--- src/rtl/id_ex_stage_reg.sv ---
`default_nettype none
// ============================================================================
// Module   : id_ex_stage_reg
// Purpose  : ID/EX pipeline register. It captures the decoded control bundle,
//            operands and register addresses for the execute stage. It also
//            assembles two-word instructions (opcode word plus immediate word)
//            into a single execute-stage entry.
// Revision : 1.0  initial release
// ============================================================================
module id_ex_stage_reg #(
  parameter int DATA_W = 16,
  parameter int REG_AW = 3
) (
  input  logic              clk,
  input  logic              rst,
  input  logic              stall,
  input  logic              kill,
  input  logic              in_valid,
  input  logic              imm_fetch,
  input  logic [3:0]        mem_in,
  input  logic [5:0]        ex_in,
  input  logic [2:0]        wb_in,
  input  logic [DATA_W-1:0] rs1_data_in,
  input  logic [DATA_W-1:0] rs2_data_in,
  input  logic [REG_AW-1:0] rs1_addr_in,
  input  logic [REG_AW-1:0] rs2_addr_in,
  input  logic [REG_AW-1:0] rdst_addr_in,
  input  logic [DATA_W-1:0] instr_word,
  output logic [3:0]        mem_out,
  output logic [5:0]        ex_out,
  output logic [2:0]        wb_out,
  output logic [DATA_W-1:0] rs1_data_out,
  output logic [DATA_W-1:0] rs2_data_out,
  output logic [DATA_W-1:0] imm_out,
  output logic [REG_AW-1:0] rs1_addr_out,
  output logic [REG_AW-1:0] rs2_addr_out,
  output logic [REG_AW-1:0] rdst_addr_out,
  output logic              valid_out,
  output logic              imm_pending
);

  typedef enum logic [0:0] {
    NORMAL   = 1'b0,
    WAIT_IMM = 1'b1
  } state_t;

  state_t state;

  // Opcode word of a two-word instruction, parked until its immediate arrives
  logic [3:0]        hold_mem;
  logic [5:0]        hold_ex;
  logic [2:0]        hold_wb;
  logic [DATA_W-1:0] hold_rs1_data;
  logic [DATA_W-1:0] hold_rs2_data;
  logic [REG_AW-1:0] hold_rs1_addr;
  logic [REG_AW-1:0] hold_rs2_addr;
  logic [REG_AW-1:0] hold_rdst_addr;

  // Decoded from state only, so decode sees no input-to-output path
  assign imm_pending = (state == WAIT_IMM);

  // Stage register, hold registers and assembly state machine
  always_ff @(posedge clk) begin
    if (rst || kill) begin
      state          <= NORMAL;
      mem_out        <= '0;
      ex_out         <= '0;
      wb_out         <= '0;
      rs1_data_out   <= '0;
      rs2_data_out   <= '0;
      imm_out        <= '0;
      rs1_addr_out   <= '0;
      rs2_addr_out   <= '0;
      rdst_addr_out  <= '0;
      valid_out      <= 1'b0;
      hold_mem       <= '0;
      hold_ex        <= '0;
      hold_wb        <= '0;
      hold_rs1_data  <= '0;
      hold_rs2_data  <= '0;
      hold_rs1_addr  <= '0;
      hold_rs2_addr  <= '0;
      hold_rdst_addr <= '0;
    end else if (!stall) begin
      // Bubble unless a real entry is released below
      mem_out       <= '0;
      ex_out        <= '0;
      wb_out        <= '0;
      rs1_data_out  <= '0;
      rs2_data_out  <= '0;
      imm_out       <= '0;
      rs1_addr_out  <= '0;
      rs2_addr_out  <= '0;
      rdst_addr_out <= '0;
      valid_out     <= 1'b0;
      case (state)
        NORMAL: begin
          if (in_valid && imm_fetch) begin
            hold_mem       <= mem_in;
            hold_ex        <= ex_in;
            hold_wb        <= wb_in;
            hold_rs1_data  <= rs1_data_in;
            hold_rs2_data  <= rs2_data_in;
            hold_rs1_addr  <= rs1_addr_in;
            hold_rs2_addr  <= rs2_addr_in;
            hold_rdst_addr <= rdst_addr_in;
            state          <= WAIT_IMM;
          end else if (in_valid) begin
            mem_out       <= mem_in;
            ex_out        <= ex_in;
            wb_out        <= wb_in;
            rs1_data_out  <= rs1_data_in;
            rs2_data_out  <= rs2_data_in;
            rs1_addr_out  <= rs1_addr_in;
            rs2_addr_out  <= rs2_addr_in;
            rdst_addr_out <= rdst_addr_in;
            valid_out     <= 1'b1;
          end
        end
        WAIT_IMM: begin
          // The decode slot holds the immediate; its decoded fields are meaningless
          if (in_valid) begin
            mem_out       <= hold_mem;
            ex_out        <= hold_ex;
            wb_out        <= hold_wb;
            rs1_data_out  <= hold_rs1_data;
            rs2_data_out  <= hold_rs2_data;
            rs1_addr_out  <= hold_rs1_addr;
            rs2_addr_out  <= hold_rs2_addr;
            rdst_addr_out <= hold_rdst_addr;
            imm_out       <= instr_word;
            valid_out     <= 1'b1;
            state         <= NORMAL;
          end
        end
        default: state <= NORMAL;
      endcase
    end
  end

endmodule
`default_nettype wire

--- config.mk ---
export PLATFORM = sky130hd
export DESIGN_NAME = id_ex_stage_reg
export DESIGN_NICKNAME = d
export VERILOG_FILES = /design/src/rtl/id_ex_stage_reg.sv
export SDC_FILE = /design/constraint.sdc
export NUM_CORES = 1
export LEC_CHECK = 0
export BUFFER_PORTS_ARGS = -buffer_cell sky130_fd_sc_hd__buf_4
export CORE_MARGIN = 2
export CORE_UTILIZATION = 54
export DETAILED_ROUTE_END_ITERATION = 10
export PLACE_DENSITY_LB_ADDON = 0.25
export SETUP_SLACK_MARGIN = 0.4
export SLEW_MARGIN = 30
export SYNTH_ARGS = -nofsm -noshare
export SYNTH_HDL_FRONTEND = slang
export SYNTH_SLANG_ARGS = --single-unit
--- constraint.sdc ---
create_clock -name clk -period 3.2 [get_ports clk]
set_clock_uncertainty 0.05 [all_clocks]
set_input_delay 0.64 -clock clk [delete_from_list [all_inputs] [get_ports clk]]
set_output_delay 0.64 -clock clk [all_outputs]
set_load 0.05 [all_outputs]
==> metrics, run 1 <==
status completed; grt total ovfl 0; top cells by area, synth dfxtp_1 53%, a221oi_1 9.9%, nand2_1 8.6%; ys flop type dfxtp_1; RR Startpoint imm_pending; number of synthesized flops with an enable pin 0; initial antenna violation count 0; Total Nets Final 730; Post-synth ARST share 0%; clock-pin slew on the worst setup and hold paths about 60 ps; Seq cells post-synth 126; Final WS setup roughly 1100 ps; crit path to imm_pending; sequential share of power 41.3%; Mapped Nets 607; Final min period 2110 ps; Worst path slowest cell dfxtp_2; worst vdd ir roughly 0.3 mV; Worst Reg2Reg Path Length in Cells 4; Lkg Pwr 2.57 nW; drt first-iter violations approximately 290; Register Area around 2500 um2; Combinational Power Share 10.0%; clock share of power 48.7%; CP max stage delay around 610 ps; Critical Path Start imm_pending; WP buf/inv 1; FF-to-FF End hold_rs2_data[4]; Slew Limit Fails 0; Seq/Total Area, Yosys between 50% and 60%; site row count 34; post-route DRC violation count 0; maximum fanout along the worst path 22; FF-to-FF setup slack ~1100 ps; internal power slightly below 3 mW; Avg Inst Size Synth roughly 9 um2; crit path kind register to output port; CTS tree yes; Synth top area share 53.1%; number of global-route vias before repair just over 4000; first-pass GRT wire length ~20 mm; Die Wd around 98 um; Startpoint Class register; CP Capture Type output port; RSZ-0062 raised after global routing no; Switching Fraction between 20% and 30%; yosys warns 0; commonest non-fill, non-tap cells in the layout 152 x buf_4, 125 x dfxtp_1, 109 x nand2_1; Worst Path Required roughly 2500 ps; clk buf depth 2; I/O Pins approximately 150; via count 4444; commonest non-fill, non-tap cell in the layout buf_4; Hold-fix buffers, CTS 0; final worst-path cycle share about two thirds; die height 97.8 um; First-pass DRT Iterations 4; Root Buffer clkbuf_8; Slew HR 51.0%; PwrDens slightly above 600 nW/um2; max capacitance violation total 0; Netlist cell types 22; CTS Sinks between 100 and 150; CTS Buf Count 17; final setup TNS 0 ps; Synth area leader dfxtp_1; area of the die about 9600 um2; Final setup viols 0; max frequency 475 MHz; worst-path cell chain buf_4; Placer Congestion around 0.83; utilization after layout around 75%; final hold vios 0; final wirelength about 12 mm; post-synthesis cell count 531; fillcell total between 600 and 700; Switching Power ~0.96 mW; DR vias/cell approximately 5.7; Initial Utilization 55.1%; Final ANT Viol Nets 0; Syn-to-layout area delta 35.7%; WP depth 1; largest net degree at the start of global routing 60; Finished Layout Cells ~780; Crit path max-delay family flip-flops; Critical Path AT about 1400 ps; HP Class input port to register; area occupied by multi-input gates about 2000 um2; post-CTS sizing 0; Ant. Diodes 0; drt wl/cell 16.1 um; worst slack, placed around 680 ps; fraction of layout cells with a size suffix above 1 around 29%; Synth Cell Area around 4800 um2; Core Region 8640 um2; Worst-Skew Late Latency around 520 ps; GR Util All Layers about 26%; cell total after placement 743; measured slew at the worst slew-check pin between 700 and 800 ps; CTS HTree Levels 4; post-CTS setup buffer count 0; Final HPWL DP 7.68 mm; input/output buffers approximately 150
cell type report:
type / count / share of cell area [%]
Tap cell: 108 / 2.10
Inverter: 1 / 0.0582
Clock inverter: 13 / 2.56
Multi-Input combinational cell: 354 / 31.2
Sequential cell: 126 / 39.1
Clock buffer: 19 / 6.69
Timing Repair Buffer: 154 / 18.3
cells by family after synthesis:
family	count (synthesis)	synth area share, %
AO/OA/AOI/OAI	128	19.1
buffers and inverters	51	5.10
AND/OR/NAND/NOR	226	22.8
flip-flops	126	53.1
per-stage QoR:
| step | total power [mW] | instance area, um2 | hold WS (ps) |
|---|---|---|---|
| 4_1_cts | 3.94 | 6450 | 273 |
| 5_1_grt | 4.05 | 6450 | 281 |
| 3_5_place_dp | 2.04 | 5850 | 396 |
| 3_3_place_gp | 2.03 | 5850 | 391 |
| 2_1_floorplan | 1.88 | 4750 | 386 |
| 6_report | 3.92 | 6450 | 280 |
cell usage after synthesis, types with 4 or more instances:
library cell and n:
a21oi_1 56, a221oi_1 54, a22o_1 16, buf_2 28
buf_4 4, clkbuf_1 17, dfxtp_1 126, nand2_1 109
nor2b_1 55, nor3_1 54
layer usage:
metal | GRT usage, % | wire [um] | vias up
li1 | - | - | 2130
met1 | 35.0 | 5370 | 2121
met2 | 40.9 | 6120 | 176
met3 | 6.37 | 816 | 17
met4 | 7.80 | 167 | 0
met5 | 0 | 0 | -
sequential cells by signal, indices dropped and copies added (netlist names):
| name | flops |
|---|---|
| hold_rs1_data | 16 |
| hold_rs2_data | 16 |
| imm_out | 16 |
| rs1_data_out | 16 |
| rs2_data_out | 16 |
| ex_out | 6 |
| hold_ex | 6 |
| hold_mem | 4 |
| mem_out | 4 |
| hold_rdst_addr | 3 |
| hold_rs1_addr | 3 |
| hold_rs2_addr | 3 |
| hold_wb | 3 |
| rdst_addr_out | 3 |
| rs1_addr_out | 3 |
| rs2_addr_out | 3 |
| wb_out | 3 |
| imm_pending | 1 |
| valid_out | 1 |
worst min path at each step:
| stage | start | end | depth (start not counted) |
|---|---|---|---|
| 6_report | instr_word[4] | imm_out[4] | 2 |
| 3_3_place_gp | hold_rs1_data[8] | hold_rs1_data[8] | 2 |
| 2_1_floorplan | hold_ex[0] | hold_ex[0] | 2 |
| 3_5_place_dp | hold_rs2_data[6] | hold_rs2_data[6] | 2 |
| 4_1_cts | instr_word[4] | imm_out[4] | 2 |
| 5_1_grt | instr_word[2] | imm_out[2] | 2 |
power groups by stage:
stage / Sequential (mW) / Combinational, mW / Clock, mW
after floorplan: 1.73 / 0.155 / 0
after global placement: 1.65 / 0.380 / 0
after detailed placement: 1.65 / 0.387 / 0
after CTS: 1.62 / 0.391 / 1.92
after global routing: 1.62 / 0.418 / 2.01
final: 1.62 / 0.391 / 1.91
(Power assumes the default switching activity.)
==> run 2: changes to the inputs <==
--- a/config.mk
+++ b/config.mk
@@ -7,7 +7,7 @@
 export LEC_CHECK = 0
 export BUFFER_PORTS_ARGS = -buffer_cell sky130_fd_sc_hd__buf_4
 export CORE_MARGIN = 2
-export CORE_UTILIZATION = 54
+export CORE_UTILIZATION = 46
 export DETAILED_ROUTE_END_ITERATION = 10
 export PLACE_DENSITY_LB_ADDON = 0.25
 export SETUP_SLACK_MARGIN = 0.4
==> constraint.sdc (replaced) <==
create_clock -name clk -period 1.8 [get_ports clk]
set_clock_uncertainty 0.05 [all_clocks]
set_input_delay 0.36 -clock clk [delete_from_list [all_inputs] [get_ports clk]]
set_output_delay 0.36 -clock clk [all_outputs]
set_load 0.05 [all_outputs]
==> metrics, run 2 (synthesized netlist as in run 1, its figures left out) <==
CTS HTree Levels 4 (unchanged); input/output buffers 147 (unchanged); maximum fanout along the worst path 2 (-91%); initial antenna violation count 0 (unchanged); FF-to-FF setup slack 440 ps (-660 ps); Root Buffer clkbuf_8; CTS Sinks 126 (unchanged); Startpoint Class register; Worst Path Required 1390 ps (-1120 ps); Initial Utilization 46.7% (-8.4 points); Placer Congestion 0.783 (-5.4%); Lkg Pwr 2.86 nW (+11%); First-pass DRT Iterations 6 (+2); Worst Hold End imm_out[15]; WP buf/inv 1 (unchanged); area occupied by multi-input gates 2010 um2 (-0.12%); DR vias/cell 5.54 (-3.3%); hold_sp instr_word[15]; fin area 7300 um2 (+13%); Slew HR 57.8% (+6.8 points); final worst-path cycle share 79.9%; PwrDens 957 nW/um2 (+57%); largest net degree at the start of global routing 70 (+17%); Worst Reg2Reg Path Length in Cells 5 (+1); worst-path cell chain buf_8; grt total ovfl 0 (unchanged); number of global-route vias before repair 4454 (+9.5%); Crit path max-delay family flip-flops; HP Class input port to register; GR Util All Layers 24.0% (-1.8 points); site row count 37 (+8.8%); Ant. Diodes 0 (unchanged); measured slew at the worst slew-check pin 633 ps (-101 ps); Worst-Skew Late Latency 510 ps (about the same); Core Region 10200 um2 (+18%); max frequency ~700 MHz; drt first-iter violations 212 (-26%); CP Capture Type output port; Final min period roughly 1400 ps; clock-pin slew on the worst setup and hold paths 60 ps (about the same); cell area after placement 5930 um2 (+1.3%); CTS Buf Count 17 (unchanged); Syn-to-layout area delta 53.5%; Final HPWL DP 7.78 mm (+1.3%); crit path kind register to output port; first-pass GRT wire length 21.6 mm (+7.1%); drt wl/cell 16.8 um (+4.2%); die height 106 um (+8.0%); CP max stage delay 360 ps (-250 ps); via count 4578 (+3.0%); post-route DRC violation count 0 (unchanged); fraction of layout cells with a size suffix above 1 40.4% (+12 points); CTS tree yes; Register Area 2620 um2 (+3.9%); final wirelength 13.9 mm (+11%); RR Startpoint imm_pending; Hold Path Depth 2 (unchanged); fillcell total 743 (+20%); Critical Path AT 1030 ps (-390 ps); final setup TNS 0 ps (unchanged); area of the die 11200 um2 (+17%); Total Nets Final 753 (+3.2%); RSZ-0062 raised after global routing yes; worst vdd ir 0.529 mV (+75%); FF-to-FF End rs1_data_out[10]; Worst path slowest cell dfxtp_2; commonest non-fill, non-tap cells in the layout 109 x nand2_1, 91 x buf_4, 68 x dfxtp_2; Final setup viols 0 (unchanged); Slew Limit Fails 0 (unchanged); Final ANT Viol Nets 0 (unchanged); I/O Pins 148 (unchanged); max capacitance violation total 0 (unchanged); overall power 6.99 mW (+78%); final hold vios 0 (unchanged); clk buf depth 2 (unchanged); status completed; Die Wd 106 um (+8.0%); commonest non-fill, non-tap cell in the layout nand2_1
run 2: changes by cell type in the layout (fill, tap and decap cells not counted), moves of 2 or more:
cell,previous run,this run
buf_4,152,91
buf_6,0,15
buf_8,0,58
clkbuf_16,16,18
clkinv_4,3,6
clkinvlp_4,4,2
dfxtp_1,125,54
dfxtp_2,1,68
dfxtp_4,0,4
dlygate4sd3_1,0,7
inv_6,1,3
run 2: worst max path at each step:
stage / start / slack [ps] / cells after the start / endpoint
2_1_floorplan: imm_pending / 420 / 5 / hold_ex[0]
3_5_place_dp: stall / 120 / 4 / imm_out[4]
6_report: mem_out[1] / 360 / 1 / mem_out[1]
5_1_grt: imm_pending / 330 / 1 / imm_pending
4_1_cts: imm_pending / 340 / 1 / imm_pending
3_3_place_gp: stall / 170 / 4 / imm_out[3]
run 2: area by class of cell:
class / count / area share (%)
clock inverter: 15 / 2.25
clock buffer: 17 / 5.67
timing repair buffer: 177 / 26.3
inverter: 1 / 0.0514
tap: 136 / 2.33
multi-input combinational: 354 / 27.5
sequential: 126 / 35.9
run 2: stage by stage:
step	worst slack [ps]	std cells	utilization (%)	hold WS [ps]
CTS	343	818	70.0	0.192
global placement	169	775	58.2	391
global route	334	826	71.7	4.21
floorplan	424	531	-	386
detailed placement	123	775	58.2	399
finish	362	826	71.7	16.4
run 2: routing by layer:
metal	track usage, %	vias to the layer above	share of wire, %
li1	-	2178	-
met1	30.8	2211	41
met2	38.7	164	52
met3	4.39	25	5.5
met4	12.0	0	2.2
met5	0	-	0
run 2: where the power goes:
group,leakage (nW),switching (mW),total (mW),internal [mW]
Clock,0.279,1.31,3.29,1.99
Sequential,1.06,0.0459,2.90,2.85
Combinational,1.52,0.437,0.797,0.361
run 2: what timing repair did:
item,CTS,global route
gates resized for setup,188,20
hold endpoints to repair,7,0
pin swaps,0,14
setup endpoints to repair,127,106
buffers inserted,4,6
hold buffers,7,0
cloned,0,2
